**config.mk**
```make
export PLATFORM = sky130hd
export DESIGN_NAME = hs_fifo_buf
export DESIGN_NICKNAME = d
export VERILOG_FILES = /design/src/rtl/hs_fifo_buf.sv
export SDC_FILE = /design/constraint.sdc
export NUM_CORES = 1
export LEC_CHECK = 0
export CELL_PAD_IN_SITES_DETAIL_PLACEMENT = 1
export CELL_PAD_IN_SITES_GLOBAL_PLACEMENT = 1
export CORE_MARGIN = 10
export CORE_UTILIZATION = 45
export DETAILED_ROUTE_END_ITERATION = 8
export PLACE_DENSITY_LB_ADDON = 0.1
export SKIP_CTS_REPAIR_TIMING = 1
export SLEW_MARGIN = 0
export SYNTH_ARGS = -nofsm -noshare
export SYNTH_HDL_FRONTEND = slang
export SYNTH_SLANG_ARGS = --single-unit
```
**constraint.sdc**
```tcl
create_clock -name clk -period 2.68 [get_ports clk]
set_input_delay 0.268 -clock clk [delete_from_list [all_inputs] [get_ports clk]]
set_output_delay 0.268 -clock clk [all_outputs]
set_load 0.02 [all_outputs]
```
**src/rtl/hs_fifo_buf.sv**
```systemverilog
// rtl/hs_fifo_buf.sv - registered-ready valid/ready FIFO buffer with synchronous flush
// Optional empty bypass enabled by defining HS_FIFO_BUF_BYPASS_EN
module hs_fifo_buf #(
    parameter int DATA_WD = 32,
    parameter int DEPTH = 4,
    localparam int CNT_WD = $clog2(DEPTH + 1)
) (
    input  logic               clk,
    input  logic               rstn,
    input  logic               flush,
    input  logic               valid_in,
    input  logic [DATA_WD-1:0] data_in,
    output logic               ready_in,
    output logic               valid_out,
    output logic [DATA_WD-1:0] data_out,
    input  logic               ready_out,
    output logic [CNT_WD-1:0]  count
);

    localparam int PTR_WD = $clog2(DEPTH);

    logic [DATA_WD-1:0] mem [DEPTH];
    logic [PTR_WD-1:0]  wr_ptr;
    logic [PTR_WD-1:0]  rd_ptr;
    logic               ready_in_r;
    logic               fire_in;
    logic               fire_out;
    logic               push;
    logic               pop;
    logic               bypass;
    logic [CNT_WD-1:0]  count_next;

    function automatic logic [PTR_WD-1:0] ptr_inc(input logic [PTR_WD-1:0] p);
        return (p == PTR_WD'(DEPTH - 1)) ? '0 : p + PTR_WD'(1);
    endfunction

    assign ready_in = ready_in_r & ~flush;
    assign fire_in  = valid_in & ready_in;
    assign fire_out = valid_out & ready_out;
    assign pop      = fire_out & (count != '0);

`ifdef HS_FIFO_BUF_BYPASS_EN
    // An empty buffer forwards the upstream beat; it is only stored if downstream stalls.
    assign bypass    = (count == '0) & valid_in & ready_out & ~flush;
    assign valid_out = (count != '0) ? ~flush : (valid_in & ~flush);
    assign data_out  = (count != '0) ? mem[rd_ptr] : data_in;
`else
    assign bypass    = 1'b0;
    assign valid_out = (count != '0) & ~flush;
    assign data_out  = mem[rd_ptr];
`endif

    assign push = fire_in & ~bypass;

    always_comb begin
        count_next = count;
        if (flush)
            count_next = '0;
        else if (push && !pop)
            count_next = count + CNT_WD'(1);
        else if (pop && !push)
            count_next = count - CNT_WD'(1);
    end

    always_ff @(posedge clk or negedge rstn) begin
        if (!rstn) begin
            count      <= '0;
            wr_ptr     <= '0;
            rd_ptr     <= '0;
            ready_in_r <= 1'b0;
        end else begin
            count      <= count_next;
            ready_in_r <= (count_next < CNT_WD'(DEPTH));
            if (flush) begin
                wr_ptr <= '0;
                rd_ptr <= '0;
            end else begin
                if (push)
                    wr_ptr <= ptr_inc(wr_ptr);
                if (pop)
                    rd_ptr <= ptr_inc(rd_ptr);
            end
        end
    end

    // Flush leaves the array untouched; push is already blocked by ready_in during flush.
    always_ff @(posedge clk or negedge rstn) begin
        if (!rstn) begin
            for (int i = 0; i < DEPTH; i++)
                mem[i] <= '0;
        end else if (push) begin
            mem[wr_ptr] <= data_in;
        end
    end

endmodule

```
======== Word-level counts from Yosys, hierarchy flattened ========
Index checks and enable logic that the tools add are counted.
operators by class
  add/sub/neg operators ................... 4
  multiply operators ...................... 0
  div/mod/pow operators ................... 0
  order comparisons ....................... 4
  eq/ne operators ......................... 2
  shift-type cells ........................ 0
  multiplexer cells ....................... 15
  bitwise logic cells ..................... 8
  reduce and logical (&&, ||, !) cells .... 8
operator list
  cell                 number
  $bwmux 128           1
  $mux 32              3
  $bmux 32 s2          1
  $demux 32 s2         1
  $mux 2               6
  $mux 3               3
  $ge 3x3->1 const B   2
  $not 2->3            2
  $and 1x1->1          5
  $add 2x1->2 const B  2
  $eq 2x2->1 const B   2
  $reduce_bool 2->1    2
  $add 3x1->3 const B  1
  $logic_and 1x1->1    3
  $lt 3x1->1 const B   1
  $lt 3x3->1 const B   1
  $reduce_bool 3->1    1
  $sub 3x1->3 const B  1
  $logic_not 1->1      2
  $not 1->1            1
word-level totals
  register bits after elaboration ......... 136
  bits in latches ......................... 0
  bits in writable memories ............... 0
  bits in read-only memories .............. 0
  input bits .............................. 37
  memories ................................ 0

======== Longest topological paths before layout ========
Gate-level depths: netlist of run 1.
  word-level depth ........................ 9
  gate-level depth with buffers ........... 5
  gate-level depth less buffers ........... 5

======== Worst setup path after synthesis of run 1 ========
Ideal clock, no wire load.
  path type ............................... reg2reg
  from .................................... register count[1]
  to ...................................... register ready_in_r
  arrival ................................. 1.594 ns
  setup slack ............................. 0.967 ns
  cell stages (with the launch flop) ...... 6
  clock period less this slack ............ 1.713 ns
  cell sequence ........................... dfrtp_1 -> inv_1 -> ha_1 -> or3b_1 -> mux2_2 -> a31o_1
on the way
  word-level cells in the longest chain between the ends .. 9
RTL lines
  what                                                         line    RTL
  start, declared                                              17      output logic [CNT_WD-1:0] count
  start signal, assigned                                       72      count <= count_next;
  $reduce_bool 3->1                                            40, 49
  $and 1x1->1                                                  49      assign valid_out = (count != '0) & ~flush;
  $and 1x1->1                                                  39      assign fire_out = valid_out & ready_out;
  $and 1x1->1                                                  40      assign pop = fire_out & (count != '0);
  $logic_and 1x1->1 / $logic_not 1->1 (equally long branches)  61, 59
  $mux 3 / $logic_and 1x1->1 (equally long branches)           61, 59
  $mux 3 *                                                     59      else if (push && !pop)
  $mux 3 *                                                     57      if (flush)
  $lt 3x3->1 *                                                 73      ready_in_r <= (count_next < CNT_WD'(DEPTH));
  end signal, assigned                                         73
  end, declared                                                25      logic ready_in_r;
Every way passes the cells marked *; elsewhere a longest branch is shown, timed or not.
A chain may end at the register's enable or synchronous reset.

======== Final worst setup path of run 1 ========
  from .................................... register rd_ptr[0]
  to ...................................... output data_out[12]
on the way
  word-level cells in the longest chain between the ends .. 4
RTL lines
  what                                         line  RTL
  start, declared                              24    logic [PTR_WD-1:0] rd_ptr;
  start signal, assigned                       81    rd_ptr <= ptr_inc(rd_ptr);
  $not 2->3 (implied by the code)              50    assign data_out = mem[rd_ptr];
  $bmux 32 s2                                  50
  $mux 32 (implied by the code) (2 in series)  50
  end, declared                                15    output logic [DATA_WD-1:0] data_out,
No other way between the ends. The select of a mux whose other input is x is not followed.

==> results of run 1 <==
[synthesized netlist by cell type (2+ instances only)]
cell and count:
nand3b_1 2, mux2_4 30, buf_6 12, nand2_1 2
ha_1 8, dfrtp_1 136, a21boi_0 3, nand2b_1 3
nor2_1 6, clkbuf_1 4, inv_1 5, mux2i_1 2
a311oi_1 2, mux4_2 32, nand2_4 3, nor2b_1 3
buf_2 5, mux2_2 99
[registers in the layout, summed over array words and instances, names as in the netlist]
name and count:
count 3, mem 128, rd_ptr 2, ready_in_r 1, wr_ptr 2
[stage by stage]
step | area, sq um | util | setup slack (ns) | hold WS (ns)
3_3_place_gp | 7296 | 0.5276 | 0.4952 | 0.3485
3_5_place_dp | 7296 | 0.5276 | 0.4732 | 0.3553
4_1_cts | 7921 | 0.5729 | 0.01030 | -0.1054
6_report | 7934 | 0.5738 | 0.1153 | 0.4363
5_1_grt | 7934 | 0.5738 | 0.03656 | 0.5109
2_1_floorplan | 6309 | - | 0.9665 | -0.02759
[power breakdown]
part | switching [W] | internal, W
Sequential | 0.000449 | 0.00282
Clock | 0.000907 | 0.00156
Combinational | 0.00116 | 0.00181
[routing by layer]
layer | wire length (um) | share of wire
met1 | 6040 | 0.43
met2 | 7383 | 0.53
met3 | 474 | 0.034
met4 | 98 | 0.0070
met5 | 0 | 0
[path summary, 6_finish.rpt]
kind / from / end / depth (start not counted)
worst max-delay path: rd_ptr[0] / data_out[12] / 3
worst min-delay path: rstn / mem[116] / 2
worst max register to register: ready_in_r / mem[80] / 4
worst min register to register: mem[42] / mem[42] / 1
max in group asynchronous: rstn / mem[63] / 3
min in group clk: mem[42] / mem[42] / 1
[worst reg2reg max path, cell delays in order, from the launching register on]
cell and delay, ns:
dfrtp_1 0.51, and2_1 0.37, nand3b_4 0.35, buf_12 0.31, mux2_4 0.33
[logic make-up (layout without fill, tap and decap cells)]
family          count (synthesis)  in the layout  synth area share
buf+inv                        27            124           0.03193
fa+ha+maj                       8              8           0.01587
mux                           163            163            0.3655
compound gates                 14             14           0.01646
flops                         136            136            0.5395
simple gates                   27             27           0.03074
[final cells by class]
type,count,area (sq um),share of cell area
Sequential cell,136,3408,0.4296
Tap cell,180,225.2,0.02839
Clock inverter,15,200.2,0.02523
Inverter,5,18.77,0.002366
Multi-Input combinational cell,212,2704,0.3408
Timing Repair Buffer,87,952.2,0.1200
Clock buffer,17,425.4,0.05362
==> impl_results.md, run 1 <==
- Total Routing Usage GR: 0.1484
- Status: complete, no violations
- Die X-Extent: 138.4 um
- Die H: 138.4 um
- Synth warn: 0
- Worst Hold Class: in2async
- Cells along the critical path: buf_12 -> mux4_2 -> clkdlybuf4s50_1
- GRT met1 Usage: 0.1755
- Delay-heaviest family, CP: buffers and inverters
- Async S/R FF share, synth: 1.000
- Buf/Inv on CP: 2
- Drt first pass iters: 4
- Finish-stage setup viols: 0
- Post-synthesis net count: 420
- Antenna cells: 0
- Tmin final: 2.565 ns
- Die ar.: 19150 sq um
- Vias in the first global route: 4100
- Detail Route Antenna Nets: 0
- Residual DRC: 0
- Avg WL per Cell: 21.47 um
- Via density: 5.474
- GRT Residual Overflow: 0
- Largest net degree at the start of global routing: 76
- Number of fill cells: 1252
- #FFs+latches synth: 136
- GR Util met3: 0.04452
- Placed Cells incl. Taps: 619
- Ports: 74
- TritonCTS Buffers: 17
- Yosys cell types: 36
- Synth-to-layout area growth: 25.76%
- GRT busiest layer: met2
- Row cnt: 43
- Most frequent cells in the layout: dfrtp_1, mux2_2, clkdlybuf4s50_1
- Clock skew: 0.005928 ns
- Startpoint Class: register
- Pwr Density: 1096 nW/um^2
- Commonest non-fill, non-tap cell in the layout: dfrtp_1
- RSZ-0062 raised after global routing: no
- Average size of a mapped cell: 16.82 sq um
- FMAX: 389.9 MHz
- Share of cells above drive strength 1: 0.4534
- Critical path fanouts, max: 11
- Grt met2 use: 0.2533
- Top cells by area, synth: dfrtp_1, mux2_2, mux4_2
- Fin cells: 652
- CTS clock-pin slew for the worst setup and hold paths: 0.06 ns
- Hold Fails Final Rpt: 0
- Placer Congestion: 0.7590
- Clock latency reported for the late side of the worst-skew pair: 0.42 ns
- P_leak: 3.541 nW
- Max-slew violation count: 0
- Yosys top cell by area: dfrtp_1
- Post-synth EDFFs: 0
- Setup crit end kind: output port
- Post-Synthesis Cells: 375
- Detailed placer's ending HPWL: 8974 um
- Final Power: 0.008698 W
- Critical path type: reg2out
- Max-cap violations: 0
- Slowest cell delay on critical path: 0.57 ns
- Clock root buffer: clkbuf_16
- R2r setup slk: 0.69 ns
- Final-stage net count: 504
- Clk sinks: 136
- Slowest CP cell: dfrtp_4
- WP data required: 2.41 ns
- Worst Path Arrival: 2.30 ns
- First-pass GRT wire length: 22690 um
- Via count: 3569
- Port Buffer Count: 73
- Drt initial violations: 137
- Peak VDD IR: 0.5087 mV
- CTS tree: done
- Initial core utilization: 0.4562
- Sequential area share after synthesis: 0.5395
- Final period utilization: 0.9570
- Initial antenna violation count: 0
- Total negative setup slack: 0 ns
- Main synth FF type: dfrtp_1
- Post-synth top area share: 0.5395
- H-Tree Depth: 4
- Core area: 13830 sq um
- Worst rel slew slack: 0.5224
- Slew @ Worst Pin: 0.7163 ns
- Synth Cell Area: 6309 sq um
- Final WL: 14000 um
- CTS Buffer Depth: 2
Note: power is estimated with default switching activity, not from simulation.
==> run 2, diff against run 1 <==
--- a/config.mk
+++ b/config.mk
@@ -7,6 +7,7 @@
 export LEC_CHECK = 0
 export CELL_PAD_IN_SITES_DETAIL_PLACEMENT = 1
 export CELL_PAD_IN_SITES_GLOBAL_PLACEMENT = 1
+export CORE_ASPECT_RATIO = 0.8
 export CORE_MARGIN = 10
 export CORE_UTILIZATION = 45
 export DETAILED_ROUTE_END_ITERATION = 8
==> impl_results.md, run 2 (synthesis gave the netlist of run 1 again) <==
- Status: complete, no violations
- Critical path type: reg2out
- Critical path fanouts, max: 16
- Worst rel slew slack: 0.5963
- P_leak: 3.548 nW
- Clk sinks: 136
- Worst Hold Class: in2async
- Total Routing Usage GR: 0.1479
- Max-cap violations: 0
- Share of cells above drive strength 1: 0.4501
- Via density: 5.384
- Total negative setup slack: 0 ns
- R2r setup slk: 0.92 ns
- Initial antenna violation count: 0
- Max-slew violation count: 0
- Tmin final: 2.516 ns
- Core area: 13650 sq um
- Detailed placer's ending HPWL: 9041 um
- Port Buffer Count: 73
- Peak VDD IR: 0.5561 mV
- R2R Path Start: count[1]
- Final WL: 13630 um
- CTS Buffer Depth: 2
- Clock latency reported for the late side of the worst-skew pair: 0.42 ns
- Die H: 125.9 um
- Final period utilization: 0.9387
- Hold Fails Final Rpt: 0
- GRT Residual Overflow: 0
- Most frequent cells in the layout: dfrtp_1, mux2_2, clkdlybuf4s50_1
- CTS clock-pin slew for the worst setup and hold paths: 0.06 ns
- CTS tree: done
- Setup crit end kind: output port
- Die ar.: 19180 sq um
- H-Tree Depth: 4
- Final Power: 0.008679 W
- Antenna cells: 0
- Biggest regs: mem (128), count (3)
- RSZ-0062 raised after global routing: no
- Drt initial violations: 92
- Avg WL per Cell: 20.94 um
- Synth-to-layout area growth: 25.35%
- Detail Route Antenna Nets: 0
- FMAX: 397.5 MHz
- Worst Reg2Reg Path Length in Cells: 5
- Slew @ Worst Pin: 0.6056 ns
- Pwr Density: 1098 nW/um^2
- Placer Congestion: 0.7036
- Clock skew: 0.02082 ns
- Final-stage net count: 503
- Drt first pass iters: 4
- Die X-Extent: 152.4 um
- Row cnt: 38
- Ports: 74
- WP data required: 2.41 ns
- Finish-stage setup viols: 0
- Commonest non-fill, non-tap cell in the layout: dfrtp_1
- Largest reg by FF count: mem
- Final hold slack: 0.3929 ns
- Initial core utilization: 0.4623
- Startpoint Class: register
- Via count: 3505
- Reg2reg end: ready_in_r
- Residual DRC: 0
- Max reg flops: 128
- Vias in the first global route: 3976
- TritonCTS Buffers: 17
- First-pass GRT wire length: 22670 um
- Largest net degree at the start of global routing: 66
- Clock root buffer: clkbuf_16
- Worst Path Arrival: 2.25 ns
-- run 2: worst max path at each step --
stage | startpoint | end | slack (ns) | cells past startpoint
final | rd_ptr[0] | data_out[27] | 0.16 | 3
after global routing | rd_ptr[0] | data_out[27] | 0.04 | 3
after CTS | rd_ptr[0] | data_out[27] | 0.12 | 3
after detailed placement | valid_in | mem[91] | 0.55 | 5
after global placement | rd_ptr[0] | data_out[27] | 0.58 | 3
after floorplan | count[1] | ready_in_r | 0.97 | 5
-- run 2: final cells by class --
cell class / count / area, sq um
fillers: 1243 / 5738
flip-flops and latches: 136 / 3406
multi-input cells: 212 / 2704
repair buffers: 86 / 907.1
clock buffers: 26 / 539.3
well taps: 180 / 225.2
clock inverters: 6 / 107.6
inverters: 5 / 18.77
-- run 2: report_power, final --
group | switching, W | internal, W | leakage, nW | total [W]
clock | 0.000833 | 0.00166 | 0.319 | 0.00249
combinational | 0.00116 | 0.00178 | 1.53 | 0.00294
sequential | 0.000425 | 0.00282 | 1.70 | 0.00324
total | 0.00242 | 0.00626 | 3.55 | 0.00868
-- run 2: metrics by stage --
step,std cells,setup WS (ns),instance area (sq um),utilization
detailed placement,618,0.5515,7251,0.5314
CTS,650,0.1161,7898,0.5788
global route,651,0.04443,7908,0.5795
global placement,618,0.5824,7251,0.5314
finish,651,0.1642,7908,0.5795
floorplan,375,0.9665,6309,-
-- run 2: metal layers --
layer  vias up  global-route usage  part of all wire
li1       1569                   -                 -
met2        64              0.2359              0.49
met1      1863              0.1885              0.46
met4         0             0.03561            0.0045
met3         9             0.05306             0.045
met5         -                   0                 0
-- run 2: worst max-delay path, cell delays in order (launching register included) --
cell and delay (ns):
dfrtp_2 0.38, buf_4 0.31, mux4_2 0.57, clkdlybuf4s50_1 0.56
